**src/rtl/timer_cfg_loader.sv**
```systemverilog
// Byte-stream command loader for a timer's max/pwm/stop registers and its start/run handshake.
// Define TIMER_CFG_CHECKSUM_EN to require a fourth, XOR checksum byte per write frame.
module timer_cfg_loader #(
  parameter int TIMEOUT_CYCLES = 1000
) (
  input  logic        i_clk,
  input  logic        i_rstn,
  input  logic [7:0]  i_byte,
  input  logic        i_byte_valid,
  output logic        o_byte_ready,
  output logic        o_we,
  output logic [1:0]  o_addr,
  output logic [15:0] o_wdata,
  output logic        o_start,
  input  logic        i_timer_end,
  output logic        o_busy,
  output logic        o_err,
  output logic [1:0]  o_err_code
);

  // state   | meaning
  // IDLE    | waiting for a command byte (write or start)
  // DATA_HI | expecting write data [15:8]
  // DATA_LO | expecting write data [7:0]
  // CHK     | expecting XOR checksum of the three frame bytes
  // WRITE   | one-cycle register write strobe to the timer
  // RUN     | timer running, waiting for i_timer_end
  typedef enum logic [2:0] {
    S_IDLE, S_DATA_HI, S_DATA_LO, S_CHK, S_WRITE, S_RUN
  } state_t;

  localparam logic [15:0] TO_LOAD   = 16'(TIMEOUT_CYCLES - 1);
  localparam logic [7:0]  CMD_START = 8'h80;
  localparam logic [7:0]  CMD_MAX   = 8'h02;

  state_t      state, state_nxt;
  logic        accept, in_frame, nxt_in_frame, timeout;
  logic [15:0] to_cnt;
  logic [1:0]  addr_q;
  logic [7:0]  hi_q;
  logic        start_q, err_q, err_nxt;
  logic [1:0]  code_q, code_nxt;
`ifdef TIMER_CFG_CHECKSUM_EN
  logic [7:0]  lo_q;
  logic [7:0]  chk_exp;
  assign chk_exp = {6'd0, addr_q} ^ hi_q ^ lo_q;
`endif

  assign accept       = i_byte_valid & o_byte_ready;
  assign in_frame     = state inside {S_DATA_HI, S_DATA_LO, S_CHK};
  assign nxt_in_frame = state_nxt inside {S_DATA_HI, S_DATA_LO, S_CHK};
  // Down-counter reloads on every accepted byte; zero with no byte means the gap hit TIMEOUT_CYCLES.
  assign timeout      = in_frame & ~accept & (to_cnt == 16'd0);

  always_ff @(posedge i_clk or negedge i_rstn) begin
    if (!i_rstn) state <= S_IDLE;
    else         state <= state_nxt;
  end

  always_comb begin
    state_nxt = state;
    err_nxt   = 1'b0;
    code_nxt  = 2'd0;
    if (timeout) begin
      state_nxt = S_IDLE;
      err_nxt   = 1'b1;
      code_nxt  = 2'd2;
    end else begin
      case (state)
        S_IDLE: begin
          if (accept) begin
            if (i_byte == CMD_START)    state_nxt = S_RUN;
            else if (i_byte <= CMD_MAX) state_nxt = S_DATA_HI;
            else begin
              err_nxt  = 1'b1;
              code_nxt = 2'd1;
            end
          end
        end
        S_DATA_HI: if (accept) state_nxt = S_DATA_LO;
        S_DATA_LO: begin
          if (accept) begin
`ifdef TIMER_CFG_CHECKSUM_EN
            state_nxt = S_CHK;
`else
            state_nxt = S_WRITE;
`endif
          end
        end
        S_CHK: begin
`ifdef TIMER_CFG_CHECKSUM_EN
          if (accept) begin
            if (i_byte == chk_exp) state_nxt = S_WRITE;
            else begin
              state_nxt = S_IDLE;
              err_nxt   = 1'b1;
              code_nxt  = 2'd3;
            end
          end
`else
          state_nxt = S_IDLE;
`endif
        end
        S_WRITE: state_nxt = S_IDLE;
        S_RUN:   if (i_timer_end) state_nxt = S_IDLE;
        default: state_nxt = S_IDLE;
      endcase
    end
  end

  always_comb begin
    o_byte_ready = state inside {S_IDLE, S_DATA_HI, S_DATA_LO, S_CHK};
    o_we         = (state == S_WRITE);
    o_busy       = (state == S_RUN);
    o_start      = start_q;
    o_err        = err_q;
    o_err_code   = code_q;
  end

  always_ff @(posedge i_clk or negedge i_rstn) begin
    if (!i_rstn) begin
      to_cnt  <= 16'd0;
      addr_q  <= 2'd0;
      hi_q    <= 8'd0;
      start_q <= 1'b0;
      err_q   <= 1'b0;
      code_q  <= 2'd0;
      o_addr  <= 2'd0;
      o_wdata <= 16'd0;
`ifdef TIMER_CFG_CHECKSUM_EN
      lo_q    <= 8'd0;
`endif
    end else begin
      start_q <= (state == S_IDLE) && (state_nxt == S_RUN);
      err_q   <= err_nxt;
      if (err_nxt) code_q <= code_nxt;

      if (!nxt_in_frame)        to_cnt <= 16'd0;
      else if (accept)          to_cnt <= TO_LOAD;
      else if (to_cnt != 16'd0) to_cnt <= to_cnt - 16'd1;

      if (state == S_IDLE && accept)    addr_q <= i_byte[1:0];
      if (state == S_DATA_HI && accept) hi_q   <= i_byte;
`ifdef TIMER_CFG_CHECKSUM_EN
      if (state == S_DATA_LO && accept) lo_q   <= i_byte;
`endif

      // Output registers only change on a committed frame, so they hold the last write otherwise.
      if (state_nxt == S_WRITE) begin
        o_addr <= addr_q;
`ifdef TIMER_CFG_CHECKSUM_EN
        o_wdata <= {hi_q, lo_q};
`else
        o_wdata <= {hi_q, i_byte};
`endif
      end
    end
  end

endmodule
```
**config.mk**
```make
export PLATFORM = sky130hd
export DESIGN_NAME = timer_cfg_loader
export DESIGN_NICKNAME = d
export VERILOG_FILES = /design/src/rtl/timer_cfg_loader.sv
export SDC_FILE = /design/constraint.sdc
export NUM_CORES = 1
export LEC_CHECK = 0
export CORE_UTILIZATION = 45
export CTS_CLUSTER_SIZE = 14
export DETAILED_ROUTE_END_ITERATION = 10
export GPL_ROUTABILITY_DRIVEN = 0
export PLACE_DENSITY_LB_ADDON = 0.05
export SKIP_CTS_REPAIR_TIMING = 1
export SLEW_MARGIN = 20
export SYNTH_ARGS = -nofsm -noshare
export SYNTH_HDL_FRONTEND = slang
export SYNTH_SLANG_ARGS = --single-unit
```
**constraint.sdc**
```tcl
create_clock -name i_clk -period 6.7 [get_ports i_clk]
set_clock_uncertainty 0.15 [all_clocks]
set_input_delay 1.34 -clock i_clk [delete_from_list [all_inputs] [get_ports i_clk]]
set_output_delay 1.34 -clock i_clk [all_outputs]
set_load 0.005 [all_outputs]
```
# Yosys cells after proc, flatten, opt, wreduce, memory -nomap -nowiden
# Cells that the tools add are included.
[word_totals]
latchBits = 0
rom_bits = 0
mem_count = 0
regBits = 51
output_inout_bits = 25
ram_bits = 0
[op_classes]
addsub = 1
mux = 21
reduce_logical = 9
n_eq_ne = 12
div_mod_pow = 0
n_bitwise = 4
order_cmp = 1
n_shift = 0
n_mul = 0
[ops]
columns = ["op", "count"]
rows = [
  ["$mux 16", 3],
  ["$mux 3", 7],
  ["$logic_not 16->1", 1],
  ["$reduce_bool 16->1", 1],
  ["$sub 16x1->16 const B", 1],
  ["$eq 3x2->1 const B", 4],
  ["$eq 3x3->1 const B", 4],
  ["$pmux 3 s4", 1],
  ["$mux 1", 9],
  ["$eq 8x8->1 const B", 1],
  ["$le 8x2->1 const B", 1],
  ["$eq 3x1->1 const B", 2],
  ["$reduce_bool 3->1", 2],
  ["$reduce_bool 4->1", 1],
  ["$and 1x1->1", 3],
  ["$logic_and 1x1->1", 3],
  ["$logic_not 3->1", 1],
  ["$ne 3x2->1 const B", 1],
  ["$mux 2", 1],
  ["$not 1->1", 1],
]

# Logic depth before layout (Yosys ltp)
[depth]
ltp_word = 10
mapped_depth = 7

# Least setup slack after synthesis
# No wires, ideal clock.
[synth_timing]
path_type = "input-to-reg"
startpoint = "input port i_byte_valid"
endpoint = "register to_cnt[8]"
setup_time_ns = 0.082
setup_slack_ns = 3.631
arrival_ns = 2.838
path_stages = 5
path_cell_list = "or4b_4 or4_4 a22oi_4 o21bai_4 a31oi_1"
[synth_between]
elab_chain_len = 8
[synth_lines]
columns = ["item", "line_no", "rtl"]
rows = [
  ["start: declaration", "9", "input logic i_byte_valid,"],
  ["$and 1x1->1 (*)", "49", "assign accept = i_byte_valid & o_byte_ready;"],
  ["parallel branches: the longest is 3 deep, another holds $pmux 3 s4", "--", ""],
  ["$mux 3 (*)", "64", "if (timeout) begin"],
  ["net state_nxt[0]", "36", "state_t state, state_nxt;"],
  ["$eq 3x1->1 or $eq 3x2->1 (tied branches)", "51", "assign nxt_in_frame = state_nxt inside {S_DATA_HI, S_DATA_LO, S_CHK};"],
  ["$reduce_bool 3->1 (*)", "51", ""],
  ["$ne 3x2->1 (no source line) or $mux 16 (tied branches)", "--", ""],
  ["end signal: assignment", "140", "else if (to_cnt != 16'd0) to_cnt <= to_cnt - 16'd1;"],
  ["end: declaration", "38", "logic [15:0] to_cnt;"],
]
# Mark *: on every way through the listed nets, which the timed path passes.
# A chain may end at the register's enable or synchronous reset.

# Final worst setup path
[layout_timing]
startpoint = "input port i_byte_valid"
endpoint = "register to_cnt[9]"
# The elaborated chain is that of the path after synthesis.

==> results_tabular.tex <==
\begin{tabular}{lr}
\hline
Metric & Value \\
\hline
\multicolumn{2}{l}{\textbf{Floorplan}} \\
Core area & 4850 µm² \\
Initial core utilization & roughly 48\% \\
Chip height & 74.0 µm \\
X dimension of the die & 74.0 µm \\
Number of top-level pins & 37 \\
Total die area & between 5000 and 6000 µm² \\
Site row count & 25 \\
\multicolumn{2}{l}{\textbf{Clock network}} \\
Number of buffers on the longest clock path & 2 \\
Library cell used as clock root buffer & sky130\_fd\_sc\_hd\_\_clkbuf\_8 \\
CTS tree & yes \\
Clock edge transition at the registers on the reported setup and hold paths & 0.08 ns \\
Number of buffers created by CTS & 5 \\
Clock H-tree levels & 2 \\
Total clock sinks & 51 \\
Worst-skew pair later-pin latency & 0.29 ns \\
\multicolumn{2}{l}{\textbf{Layout}} \\
Proportion of layout cells with a drive suffix above 1 & 22.2\% \\
Commonest cells after routing, fill and taps aside & 51 x sky130\_fd\_sc\_hd\_\_dfrtp\_1, 35 x sky130\_fd\_sc\_hd\_\_clkdlybuf4s50\_1, 28 x sky130\_fd\_sc\_hd\_\_mux2\_2 \\
Most frequent standard cell in the layout excluding fill and tap cells & sky130\_fd\_sc\_hd\_\_dfrtp\_1 \\
Nets & 246 \\
Post-route core utilization & 59.7\% \\
Fillers & 400 \\
Antenna diode instance count & 0 \\
Layout Area Growth over Synthesis & 24.0\% \\
\multicolumn{2}{l}{\textbf{Setup path}} \\
Critical path origin & i\_byte\_valid \\
Crit Reg-Reg Startpoint & to\_cnt[0]\$\_DFFE\_PN0P\_ \\
Worst reg-to-reg setup slack & approximately 4 ns \\
Delay of the slowest critical-path stage & approximately 0.55 ns \\
Depth of the worst register-to-register path & 7 \\
Worst Setup Start Kind & input port \\
Arrival time at the worst endpoint & around 3.5 ns \\
Capture point of the worst reg-to-reg path & to\_cnt[9]\$\_DFFE\_PN0P\_ \\
Largest fanout on the critical path & 8 \\
Cell Chain, Critical Path & clkdlybuf4s50\_1 > or4b\_4 > or4\_4 > a22oi\_4 > o21bai\_4 > a31oi\_1 \\
Worst setup path end & to\_cnt[9]\$\_DFFE\_PN0P\_ \\
Required time of the critical path & 6.76 ns \\
Cell with the biggest individual delay on the critical path & sky130\_fd\_sc\_hd\_\_or4\_4 \\
Critical Path End Type & flop \\
Type of the setup path with the least slack & in2reg \\
\multicolumn{2}{l}{\textbf{Power and ir drop}} \\
Fraction of power spent switching nets & 22.0\% \\
Portion of total power attributed to the clock network & 34.2\% \\
Pwr/cell area & 218 nW/µm² \\
Leak & 1.34 nW \\
Internal power of the cells & 0.491 mW \\
Switching power & 0.139 mW \\
Sequential fraction of design power & a little over half \\
Peak supply drop & $\sim$170 µV \\
Comb pwr share & 12.4\% \\
\multicolumn{2}{l}{\textbf{STA}} \\
Setup TNS & 0 ns \\
Relative slew margins & 45.4\% \\
RSZ-0062 raised after global routing & no \\
Highest achievable clock rate & 288 MHz \\
Final number of hold-violating endpoints & 0 \\
Minimum clock period after layout & 3.47 ns \\
Slew at the pin closest to its max-slew limit & 0.816 ns \\
Ratio of final minimum period to clock period & 51.8\% \\
Final-report setup violation count & 0 \\
Count of final max-slew check failures & 0 \\
\multicolumn{2}{l}{\textbf{Routing}} \\
DRC violation count after routing & 0 \\
Routed via count divided by cell count & between 5 and 6 \\
Detailed router's first-iteration violation count & 99 \\
Wirelength, routed & 4.60 mm \\
Remaining number of nets flagged by the antenna check after routing & 0 \\
1st-pass router iterations & 4 \\
Routed length per instance & 15.3 µm \\
Total number of vias & about 1600 \\
\multicolumn{2}{l}{\textbf{Place}} \\
Detailed placement HPWL & around 3.3 mm \\
Port bufs & 36 \\
\multicolumn{2}{l}{\textbf{Logic synthesis}} \\
Yosys top cell by area & sky130\_fd\_sc\_hd\_\_dfrtp\_1 \\
Average size of a mapped cell & 12.2 µm² \\
Count of distinct cell types in the synthesized netlist & 44 \\
Flip-flop cell with the highest count after synthesis & sky130\_fd\_sc\_hd\_\_dfrtp\_1 \\
Top cells by area, synth & sky130\_fd\_sc\_hd\_\_dfrtp\_1 55\%, sky130\_fd\_sc\_hd\_\_mux2\_2 14\%, sky130\_fd\_sc\_hd\_\_nor2\_1 3.5\% \\
Proportion of synthesized flip-flops having asynchronous set or reset & 100\% \\
Warning count from the yosys run & 0 \\
Flip-flop and latch count after synthesis & 51 \\
Synthesized netlist net count & 205 \\
Portion of synthesized cell area occupied by the leading cell type & 54.7\% \\
Sequential share of the synthesized area & 54.7\% \\
Number of synthesized flops with an enable pin & 0 \\
Count of mapped cells out of synthesis & 192 \\
Total standard cell area after synthesis & 2330 µm² \\
\multicolumn{2}{l}{\textbf{Run}} \\
Max-capacitance violation count & 0 \\
\multicolumn{2}{l}{\textbf{Global route}} \\
Overall global routing resource usage & 19.1\% \\
Wire length of the first global-routing pass & 7.85 mm \\
Total overflow reported by the global router & 0 \\
Via count of the first global-routing pass & 1639 \\
Antenna violations before repair & 0 \\
Largest net degree at the start of global routing & 52 \\
\multicolumn{2}{l}{\textbf{Min path}} \\
Min-delay worst type & reg2reg \\
\multicolumn{2}{l}{\textbf{Outcome}} \\
Status & complete, no violations \\
\hline
\end{tabular}
cell families (layout without fill, tap and decap cells):
logic type,Yosys count,after routing,synth area share (%)
buffers and inverters,7,49,1.18
AND/OR/NAND/NOR,72,72,17.9
multiplexers,29,29,13.9
flip-flops,51,51,54.7
XOR/XNOR,8,8,3.00
adder cells (fa/ha/maj),2,2,0.965
AO/OA/AOI/OAI,23,23,8.31
sequential cells by signal, summed over array words and instances (netlist names):
name / flops
addr_q: 2
hi_q: 8
o_addr: 2
o_err: 1
o_err_code: 2
o_start: 1
o_wdata: 16
state: 3
to_cnt: 16
power groups by stage:
stage	combinational, mW	sequential, mW	clock, mW
after floorplan	0.0384	0.341	0
final	0.0782	0.336	0.216
after global routing	0.0862	0.339	0.233
after CTS	0.0790	0.336	0.221
after global placement	0.0765	0.341	0
after detailed placement	0.0784	0.342	0
final cells by class:
| cell class | count | area, µm² | area share, % |
|---|---|---|---|
| Clock buffer | 6 | 82.6 | 2.85 |
| Clock inverter | 2 | 35.0 | 1.21 |
| Inverter | 4 | 15.0 | 0.519 |
| Multi-Input combinational cell | 134 | 1030 | 35.8 |
| Sequential cell | 51 | 1280 | 44.1 |
| Tap cell | 67 | 83.8 | 2.90 |
| Timing Repair Buffer | 37 | 365 | 12.6 |
worst max-delay path, delay by kind of cell:
kind	cells	cell delay (ns)
buffers and inverters	1	0.53
and+or+nand+nor	2	1.08
AOI/OAI and AO/OA	3	0.58
metrics by stage:
stage / setup WS, ns / instance area [µm²] / cells / power (mW) / hold slack, ns
floorplan: 3.63 / 2330 / 192 / 0.379 / 0.321
global placement: 3.03 / 2770 / 293 / 0.417 / 0.308
detailed placement: 2.94 / 2770 / 293 / 0.421 / 0.339
CTS: 3.25 / 2890 / 301 / 0.636 / 0.359
global route: 3.19 / 2890 / 301 / 0.658 / 0.379
finish: 3.23 / 2890 / 301 / 0.630 / 0.348
cells in the mapped netlist (3+ instances only):
library cell              count
sky130_fd_sc_hd__a21oi_1      7
sky130_fd_sc_hd__a31oi_1      3
sky130_fd_sc_hd__dfrtp_1     51
sky130_fd_sc_hd__inv_1        4
sky130_fd_sc_hd__mux2_2      28
sky130_fd_sc_hd__nand2_1      9
sky130_fd_sc_hd__nor2_1      22
sky130_fd_sc_hd__nor3_1       7
sky130_fd_sc_hd__nor4_1       5
sky130_fd_sc_hd__or2_2        3
sky130_fd_sc_hd__or3_1        5
sky130_fd_sc_hd__or4_1        4
sky130_fd_sc_hd__xnor2_1      5
sky130_fd_sc_hd__xor2_1       3
metal layers:
metal	part of all wire, %	track usage (%)	vias up
li1	-	-	780
met2	49	31.0	55
met4	1.4	6.84	0
met5	0	0	-
met3	5.3	5.28	8
met1	45	24.5	795
how the worst min path moves through the flow:
stage | depth (start not counted) | start | end
2_1_floorplan | 2 | o_err_code[1]$_DFFE_PN0P_ | o_err_code[1]$_DFFE_PN0P_
3_3_place_gp | 2 | o_err_code[1]$_DFFE_PN0P_ | o_err_code[1]$_DFFE_PN0P_
3_5_place_dp | 2 | o_err_code[1]$_DFFE_PN0P_ | o_err_code[1]$_DFFE_PN0P_
4_1_cts | 2 | o_err_code[1]$_DFFE_PN0P_ | o_err_code[1]$_DFFE_PN0P_
5_1_grt | 1 | hi_q[3]$_DFFE_PN0P_ | o_wdata[11]$_DFFE_PN0N_
6_report | 2 | o_err_code[1]$_DFFE_PN0P_ | o_err_code[1]$_DFFE_PN0P_
No activity file was read; power rests on OpenSTA's default activity.
